## src/rtl/count_ctrl_pkg.sv

```systemverilog
// Shared types for the counting-run controller: FSM states and the run command record.
package count_ctrl_pkg;

    localparam int W_COE = 8;
    localparam int CMD_W = 3 * W_COE;

    typedef enum logic [2:0] {
        IDLE = 3'd0,
        LOAD = 3'd1,
        RUN  = 3'd2,
        HOLD = 3'd3,
        DONE = 3'd4
    } state_e;

    typedef struct packed {
        logic [W_COE-1:0] start;
        logic [W_COE-1:0] step;
        logic [W_COE-1:0] len;
    } cmd_t;

endpackage

```

## src/rtl/count_run_ctrl_if.sv

```systemverilog
// Command port of the counting-run controller.
// Handshake: a command transfers on a rising clock edge where cmd_valid && cmd_ready;
// cmd_start/cmd_step/cmd_len are sampled on that edge. cmd_ready may drop without a
// transfer (FIFO full or abort) and the host keeps cmd_valid and the fields until it transfers.
interface count_run_ctrl_if;
    import count_ctrl_pkg::*;

    logic             cmd_valid;
    logic             cmd_ready;
    logic [W_COE-1:0] cmd_start;
    logic [W_COE-1:0] cmd_step;
    logic [W_COE-1:0] cmd_len;

    modport master (output cmd_valid, output cmd_start, output cmd_step, output cmd_len,
                    input  cmd_ready);
    modport slave  (input  cmd_valid, input  cmd_start, input  cmd_step, input  cmd_len,
                    output cmd_ready);
endinterface

```

## src/rtl/count_cmd_fifo.sv

```systemverilog
// Synchronous show-ahead command FIFO with flush; full/empty from wrap-bit pointers.
module count_cmd_fifo
    import count_ctrl_pkg::*;
#(
    parameter int QDEPTH = 2
) (
    input  logic clock,
    input  logic rstn,
    input  logic push,
    input  logic pop,
    input  logic flush,
    input  cmd_t wdata,
    output cmd_t rdata,
    output logic full,
    output logic empty
);
    localparam int AW = $clog2(QDEPTH);
    localparam logic [AW:0] PTR_ONE = 1;

    cmd_t        mem_q [QDEPTH];
    cmd_t        mem_d [QDEPTH];
    logic [AW:0] wr_ptr_q, wr_ptr_d;
    logic [AW:0] rd_ptr_q, rd_ptr_d;

    assign empty = (wr_ptr_q == rd_ptr_q);
    assign full  = (wr_ptr_q[AW] != rd_ptr_q[AW]) &&
                   (wr_ptr_q[AW-1:0] == rd_ptr_q[AW-1:0]);
    assign rdata = mem_q[rd_ptr_q[AW-1:0]];

    // Next pointers and storage; flush drops everything and ignores push/pop.
    always_comb begin
        mem_d    = mem_q;
        wr_ptr_d = wr_ptr_q;
        rd_ptr_d = rd_ptr_q;
        if (flush) begin
            wr_ptr_d = '0;
            rd_ptr_d = '0;
        end else begin
            if (push && !full) begin
                mem_d[wr_ptr_q[AW-1:0]] = wdata;
                wr_ptr_d = wr_ptr_q + PTR_ONE;
            end
            if (pop && !empty) begin
                rd_ptr_d = rd_ptr_q + PTR_ONE;
            end
        end
    end

    // Pointer registers reset; storage contents need no reset.
    always_ff @(posedge clock) begin
        if (!rstn) begin
            wr_ptr_q <= '0;
            rd_ptr_q <= '0;
        end else begin
            wr_ptr_q <= wr_ptr_d;
            rd_ptr_q <= rd_ptr_d;
        end
        mem_q <= mem_d;
    end

endmodule

```

## src/rtl/count_run_ctrl.sv

```systemverilog
// Counting-run sequencer: pops queued commands, loads start, adds step len times, pulses done.
module count_run_ctrl
    import count_ctrl_pkg::*;
#(
    parameter int QDEPTH = 2
) (
    input  logic                 clock,
    input  logic                 rstn,
    count_run_ctrl_if.slave      cmd_if,
    input  logic                 hold,
    input  logic                 abort,
    output logic [W_COE-1:0]     count,
    output logic                 busy,
    output logic                 done,
    output logic                 wrap,
    output state_e               state_o
);
    localparam logic [W_COE-1:0] ONE_W = 1;

    state_e           state_q, state_d;
    cmd_t             cmd_q, cmd_d;
    logic [W_COE-1:0] count_q, count_d;
    logic [W_COE-1:0] remaining_q, remaining_d;
    logic             wrap_q, wrap_d;
    logic             done_q, done_d;
    logic             busy_q, busy_d;

    logic             fifo_full, fifo_empty, fifo_push, fifo_pop;
    cmd_t             fifo_wdata, fifo_rdata;
    logic [W_COE:0]   sum;

    assign cmd_if.cmd_ready = !fifo_full && !abort;
    assign fifo_push        = cmd_if.cmd_valid && cmd_if.cmd_ready;
    assign fifo_pop         = (state_q == IDLE) && !fifo_empty && !abort;
    assign fifo_wdata       = '{start: cmd_if.cmd_start, step: cmd_if.cmd_step, len: cmd_if.cmd_len};
    assign sum              = {1'b0, count_q} + {1'b0, cmd_q.step};

    count_cmd_fifo #(.QDEPTH(QDEPTH)) u_fifo (
        .clock (clock),
        .rstn  (rstn),
        .push  (fifo_push),
        .pop   (fifo_pop),
        .flush (abort),
        .wdata (fifo_wdata),
        .rdata (fifo_rdata),
        .full  (fifo_full),
        .empty (fifo_empty)
    );

    // Next-state and datapath. HOLD behaves like RUN with the add gated, so the edge that
    // sees hold drop already performs the next add: a hold of N cycles delays done by N.
    always_comb begin
        state_d     = state_q;
        cmd_d       = cmd_q;
        count_d     = count_q;
        remaining_d = remaining_q;
        wrap_d      = wrap_q;
        if (abort) begin
            state_d = IDLE;
        end else begin
            case (state_q)
                IDLE: begin
                    if (!fifo_empty) begin
                        cmd_d   = fifo_rdata;
                        state_d = LOAD;
                    end
                end
                LOAD: begin
                    count_d     = cmd_q.start;
                    remaining_d = cmd_q.len;
                    wrap_d      = 1'b0;
                    state_d     = (cmd_q.len == '0) ? DONE : RUN;
                end
                RUN, HOLD: begin
                    if (hold) begin
                        state_d = HOLD;
                    end else begin
                        count_d     = sum[W_COE-1:0];
                        wrap_d      = wrap_q | sum[W_COE];
                        remaining_d = remaining_q - ONE_W;
                        state_d     = (remaining_q == ONE_W) ? DONE : RUN;
                    end
                end
                DONE:    state_d = IDLE;
                default: state_d = IDLE;
            endcase
        end
        done_d = (state_d == DONE);
        busy_d = (state_d != IDLE);
    end

    // State, datapath and registered status outputs.
    always_ff @(posedge clock) begin
        if (!rstn) begin
            state_q     <= IDLE;
            cmd_q       <= '0;
            count_q     <= '0;
            remaining_q <= '0;
            wrap_q      <= 1'b0;
            done_q      <= 1'b0;
            busy_q      <= 1'b0;
        end else begin
            state_q     <= state_d;
            cmd_q       <= cmd_d;
            count_q     <= count_d;
            remaining_q <= remaining_d;
            wrap_q      <= wrap_d;
            done_q      <= done_d;
            busy_q      <= busy_d;
        end
    end

    assign count   = count_q;
    assign wrap    = wrap_q;
    assign done    = done_q;
    assign busy    = busy_q;
    assign state_o = state_q;

endmodule

```

## src/flat_wrapper.sv

```systemverilog
// flat-port wrapper written by rule: the top's interface ports become plain ports
module count_run_ctrl_flat import count_ctrl_pkg::*;
#(
    parameter int QDEPTH = 2
)
  (clock, rstn, hold, abort, count, busy, done, wrap, state_o, cmd_if_cmd_valid, cmd_if_cmd_start, cmd_if_cmd_step, cmd_if_cmd_len, cmd_if_cmd_ready);
  count_run_ctrl_if cmd_if_i ();
  input  logic clock;
  input  logic rstn;
  input  logic hold;
  input  logic abort;
  output logic [W_COE-1:0] count;
  output logic busy;
  output logic done;
  output logic wrap;
  output state_e state_o;
  input wire logic [$bits(cmd_if_i.cmd_valid)-1:0] cmd_if_cmd_valid;
  input wire logic [$bits(cmd_if_i.cmd_start)-1:0] cmd_if_cmd_start;
  input wire logic [$bits(cmd_if_i.cmd_step)-1:0] cmd_if_cmd_step;
  input wire logic [$bits(cmd_if_i.cmd_len)-1:0] cmd_if_cmd_len;
  output wire logic [$bits(cmd_if_i.cmd_ready)-1:0] cmd_if_cmd_ready;
  assign cmd_if_i.cmd_valid = cmd_if_cmd_valid;
  assign cmd_if_i.cmd_start = cmd_if_cmd_start;
  assign cmd_if_i.cmd_step = cmd_if_cmd_step;
  assign cmd_if_i.cmd_len = cmd_if_cmd_len;
  assign cmd_if_cmd_ready = cmd_if_i.cmd_ready;
  count_run_ctrl #(.QDEPTH(QDEPTH)) u_core (.clock(clock), .rstn(rstn), .cmd_if(cmd_if_i), .hold(hold), .abort(abort), .count(count), .busy(busy), .done(done), .wrap(wrap), .state_o(state_o));
endmodule
```

## config.mk

```make
export PLATFORM = sky130hd
export DESIGN_NAME = count_run_ctrl_flat
export DESIGN_NICKNAME = d
export VERILOG_FILES = /design/src/rtl/count_ctrl_pkg.sv /design/src/rtl/count_run_ctrl_if.sv /design/src/rtl/count_cmd_fifo.sv /design/src/rtl/count_run_ctrl.sv /design/src/flat_wrapper.sv
export SDC_FILE = /design/constraint.sdc
export NUM_CORES = 1
export LEC_CHECK = 0
export BUFFER_PORTS_ARGS = -buffer_cell sky130_fd_sc_hd__buf_4
export CORE_MARGIN = 8
export CORE_UTILIZATION = 40
export CTS_CLUSTER_SIZE = 28
export DETAILED_ROUTE_END_ITERATION = 8
export HOLD_SLACK_MARGIN = 0.08
export PLACE_DENSITY = 0.68
export SYNTH_ARGS = -nofsm -noshare
export SYNTH_HDL_FRONTEND = slang
export SYNTH_SLANG_ARGS = --single-unit
```

## constraint.sdc

```tcl
create_clock -name clock -period 7 [get_ports clock]
set_input_delay 1.4 -clock clock [delete_from_list [all_inputs] [get_ports clock]]
set_output_delay 1.4 -clock clock [all_outputs]
set_load 0.1 [all_outputs]
```

==> flow_summary_export.csv <==
group,metric,value,unit
status,status,"complete, no violations",
worst_hold_path,whs_path_depth,2,
synth,ys_async_sr_fraction,0,%
power_and_ir_drop,vdd_drop_max,0.106,mV
die,die_w,119,um
final_layout,n_fill_cell,950,
timing,worst_pin_slew,0.704,ns
synth,synth_seq_cells,98,
clock_tree,cts_resized,0,
clock_tree,postCtsSetupRepairBufs,0,
drt,avgRoutedWirePerCell,14.8,um
die,core,0.0103,sq mm
grt,overflow,0,
grt,grt_max_degree,52,
worst_hold_path,min_to,"u_core.remaining_q[1]$_SDFFE_PN0P_",
drt,drtAntennaViolNets,0,
final_layout,multi_input_area,0.00165,sq mm
final_layout,synthToLayoutAreaGrowth,15.1,%
timing,rsz0062_at_grt,"no",
worst_hold_path,hold_path_startpoint,"u_core.remaining_q[1]$_SDFFE_PN0P_",
clock_tree,cts_root_buf,"clkbuf_8",
timing,setup_viol,0,
drt,first_iter_violations,133,
final_layout,layout.nets,438,
synth,yosysSeqAreaShare,57.8,%
timing,clock_skew,0.0105,ns
die,ioPinCount,44,
timing,fin_crit_sh,49.3,%
synth,ys_types,54,
drt,drc_errors,0,
worst_setup_path,endpoint_kind,"output pin",
timing,slew_violations,0,
worst_hold_path,hp-class,"reg2reg",
synth,syn_avg_cell_area,11.7,sq um
synth,synth_area_leaders,"edfxtp_1 (34%), dfxtp_1 (24%), o211a_1 (6.4%)",
timing,fmax,0.290,GHz
worst_setup_path,reg2regPathDepth,8,
worst_setup_path,rr_endpoint,"u_core.count[6]$_SDFFE_PN0P_",
clock_tree,cts_tree,"done",
grt,first_global_vias,2809,
clock_tree,cts.sinks,98,
die,die_h,119,um
synth,synth_edf_count,48,
clock_tree,clock_tree.buffer_depth,2,
worst_setup_path,crit_type,"in2out",
power_and_ir_drop,power-per-cell-area,220,mW/mm^2
final_layout,n_antenna_cell,0,
timing,min_period,3.45,ns
drt,wirelength,7.97,mm
synth,syn_nets,400,
grt,grt_first_pass_wirelength,13.1,mm
drt,drt-pass1-iter-count,6,
clock_tree,clk_latency,0.36,ns
grt,antenna_found_initial,0,
worst_setup_path,start_kind,"input pin",
power_and_ir_drop,p_leak,2.06,nW
worst_setup_path,path_max_fanout,6,
die,row_count,37,
clock_tree,htreeDepth,3,
synth,ys.flop_type,"dfxtp_1",
place,gp_congestion,0.800,
place,dp_hpwl,5.34,mm
timing,tns,0,ns
clock_tree,clk_pin_slew,0.09,ns
synth,synth.largest_area_cell,"edfxtp_1",
die,initial_core_util,41.1,%
timing,holdWs,0.496,ns
synth,synth_area,0.00423,sq mm
synth,syn_inst,360,
drt,via_per_inst,5.20,
drt,vias,2801,
timing,finalHoldViolations,0,
die,dieArea,0.0141,sq mm
synth,ys.warnings.count,0,
worst_setup_path,reg2reg_slack,4.99,ns
timing,slew_headroom,53.1,%
grt,grt.total_usage,11.5,%
flow_run,maxCapViolations,0,
worst_setup_path,arrival,2.05,ns
final_layout,layout-drive-gt1-share,18.4,%
final_layout,regArea,0.00244,sq mm
synth,synth_top_area_share,34.1,%
place,port_buffers,43,
clock_tree,numCtsBuffers,9,
worst_setup_path,r2r-start,"u_core.count[0]$_SDFFE_PN0P_",
worst_setup_path,required,5.60,ns
clock_tree,holdBufCountCts,0,
[cells in the mapped netlist (all sizes together), types with 2 or more instances]
cell,instances
buf,16
o211a,27
nor2b,5
ha,10
o211ai,4
clkbuf,7
mux2i,24
a21oi,16
nand3,2
a31oi,3
o21a,3
edfxtp,48
a21boi,3
nor4,3
nand2,36
inv,7
a211oi,5
a21o,2
nand3b,2
nor2,21
and2,2
and3,5
or2,2
o21ai,16
nor3,4
dfxtp,50
xor2,5
xnor2,4
or3,2
nor3b,2
o221a,2
nand2b,5
[where the power goes]
part / switching (mW) / internal, mW / total [mW]
Sequential: 0.00722 / 0.617 / 0.624
Clock: 0.205 / 0.172 / 0.377
Combinational: 0.0415 / 0.0298 / 0.0713
Total: 0.253 / 0.819 / 1.07
[worst max-delay path, cell delays in order]
cell	delay (ns)
buf_4	0.13
a21oi_1	0.19
buf_4	0.33
[metal layers]
layer	GRT usage [%]	wire (um)	share of wire, %
met5	0	0	0
met4	4.90	145	1.8
met3	3.02	310	3.9
met2	19.4	3870	49
met1	13.6	3640	46
[worst max path at each step]
stage,slack (ns),endpoint,startpoint,cells past startpoint
after floorplan,2.32,u_core.u_fifo.mem_q[24]$_DFFE_PP_,abort,3
after global placement,3.55,cmd_if_cmd_ready,abort,3
after detailed placement,3.54,cmd_if_cmd_ready,abort,3
after CTS,3.54,cmd_if_cmd_ready,abort,3
after global routing,3.50,cmd_if_cmd_ready,abort,3
final,3.55,cmd_if_cmd_ready,abort,3
[per-stage QoR]
step	instances	cell area (sq um)	worst slack, ns	power [mW]	utilization, %
6_report	539	4870	3.55	1.07	47.4
5_1_grt	539	4870	3.50	1.11	47.4
4_1_cts	539	4870	3.54	1.08	47.4
3_5_place_dp	523	4660	3.54	0.710	45.4
3_3_place_gp	523	4660	3.55	0.707	45.4
2_1_floorplan	360	4230	2.32	0.683	-
[kinds of logic after synthesis]
group / after synthesis / synth area share (%)
buffers and inverters: 30 / 3.31
xor gates and xnor gates: 9 / 1.86
DFF: 98 / 57.8
muxes: 25 / 5.95
AOI/OAI and AO/OA: 93 / 17.0
adders and majority gates: 11 / 3.43
and+or+nand+nor: 94 / 10.7
[sequential cells by signal, summed over array words and instances, names as in the netlist]
signal and flops:
u_core.u_fifo.mem_q 48, u_core.cmd_q 24, u_core.count 8, u_core.remaining_q 8, u_core.state_o 3, u_core.u_fifo.rd_ptr_q 2
u_core.u_fifo.wr_ptr_q 2, u_core.busy 1, u_core.done 1, u_core.wrap 1
[layout by cell type (no fill, tap or decap), types with 3 or more instances in the layout]
| master | netlist | routed |
|---|---|---|
| nor4_1 | 3 | 3 |
| a211oi_1 | 5 | 5 |
| nor2_1 | 21 | 20 |
| mux2i_1 | 24 | 24 |
| and3_1 | 5 | 5 |
| a31oi_1 | 3 | 3 |
| ha_1 | 10 | 10 |
| o21a_1 | 3 | 3 |
| o21ai_0 | 15 | 15 |
| a21oi_1 | 15 | 15 |
| buf_4 | 1 | 50 |
| edfxtp_1 | 48 | 48 |
| xor2_1 | 5 | 5 |
| a21boi_0 | 3 | 3 |
| clkbuf_8 | 0 | 9 |
| o211a_1 | 27 | 27 |
| dfxtp_1 | 50 | 50 |
| nand2_1 | 36 | 36 |
| nor2b_1 | 5 | 5 |
| nor3_1 | 4 | 4 |
| xnor2_1 | 4 | 4 |
| inv_1 | 7 | 7 |
| o211ai_1 | 4 | 4 |
| nand2b_1 | 5 | 5 |
[cell type report]
type / count / share of cell area [%]
well taps: 136 / 3.49
flip-flops and latches: 98 / 50.2
multi-input cells: 232 / 33.9
clock buffers: 9 / 2.54
inverters: 7 / 0.540
repair buffers: 50 / 7.71
clock inverters: 7 / 1.70
(Power assumes the default switching activity.)
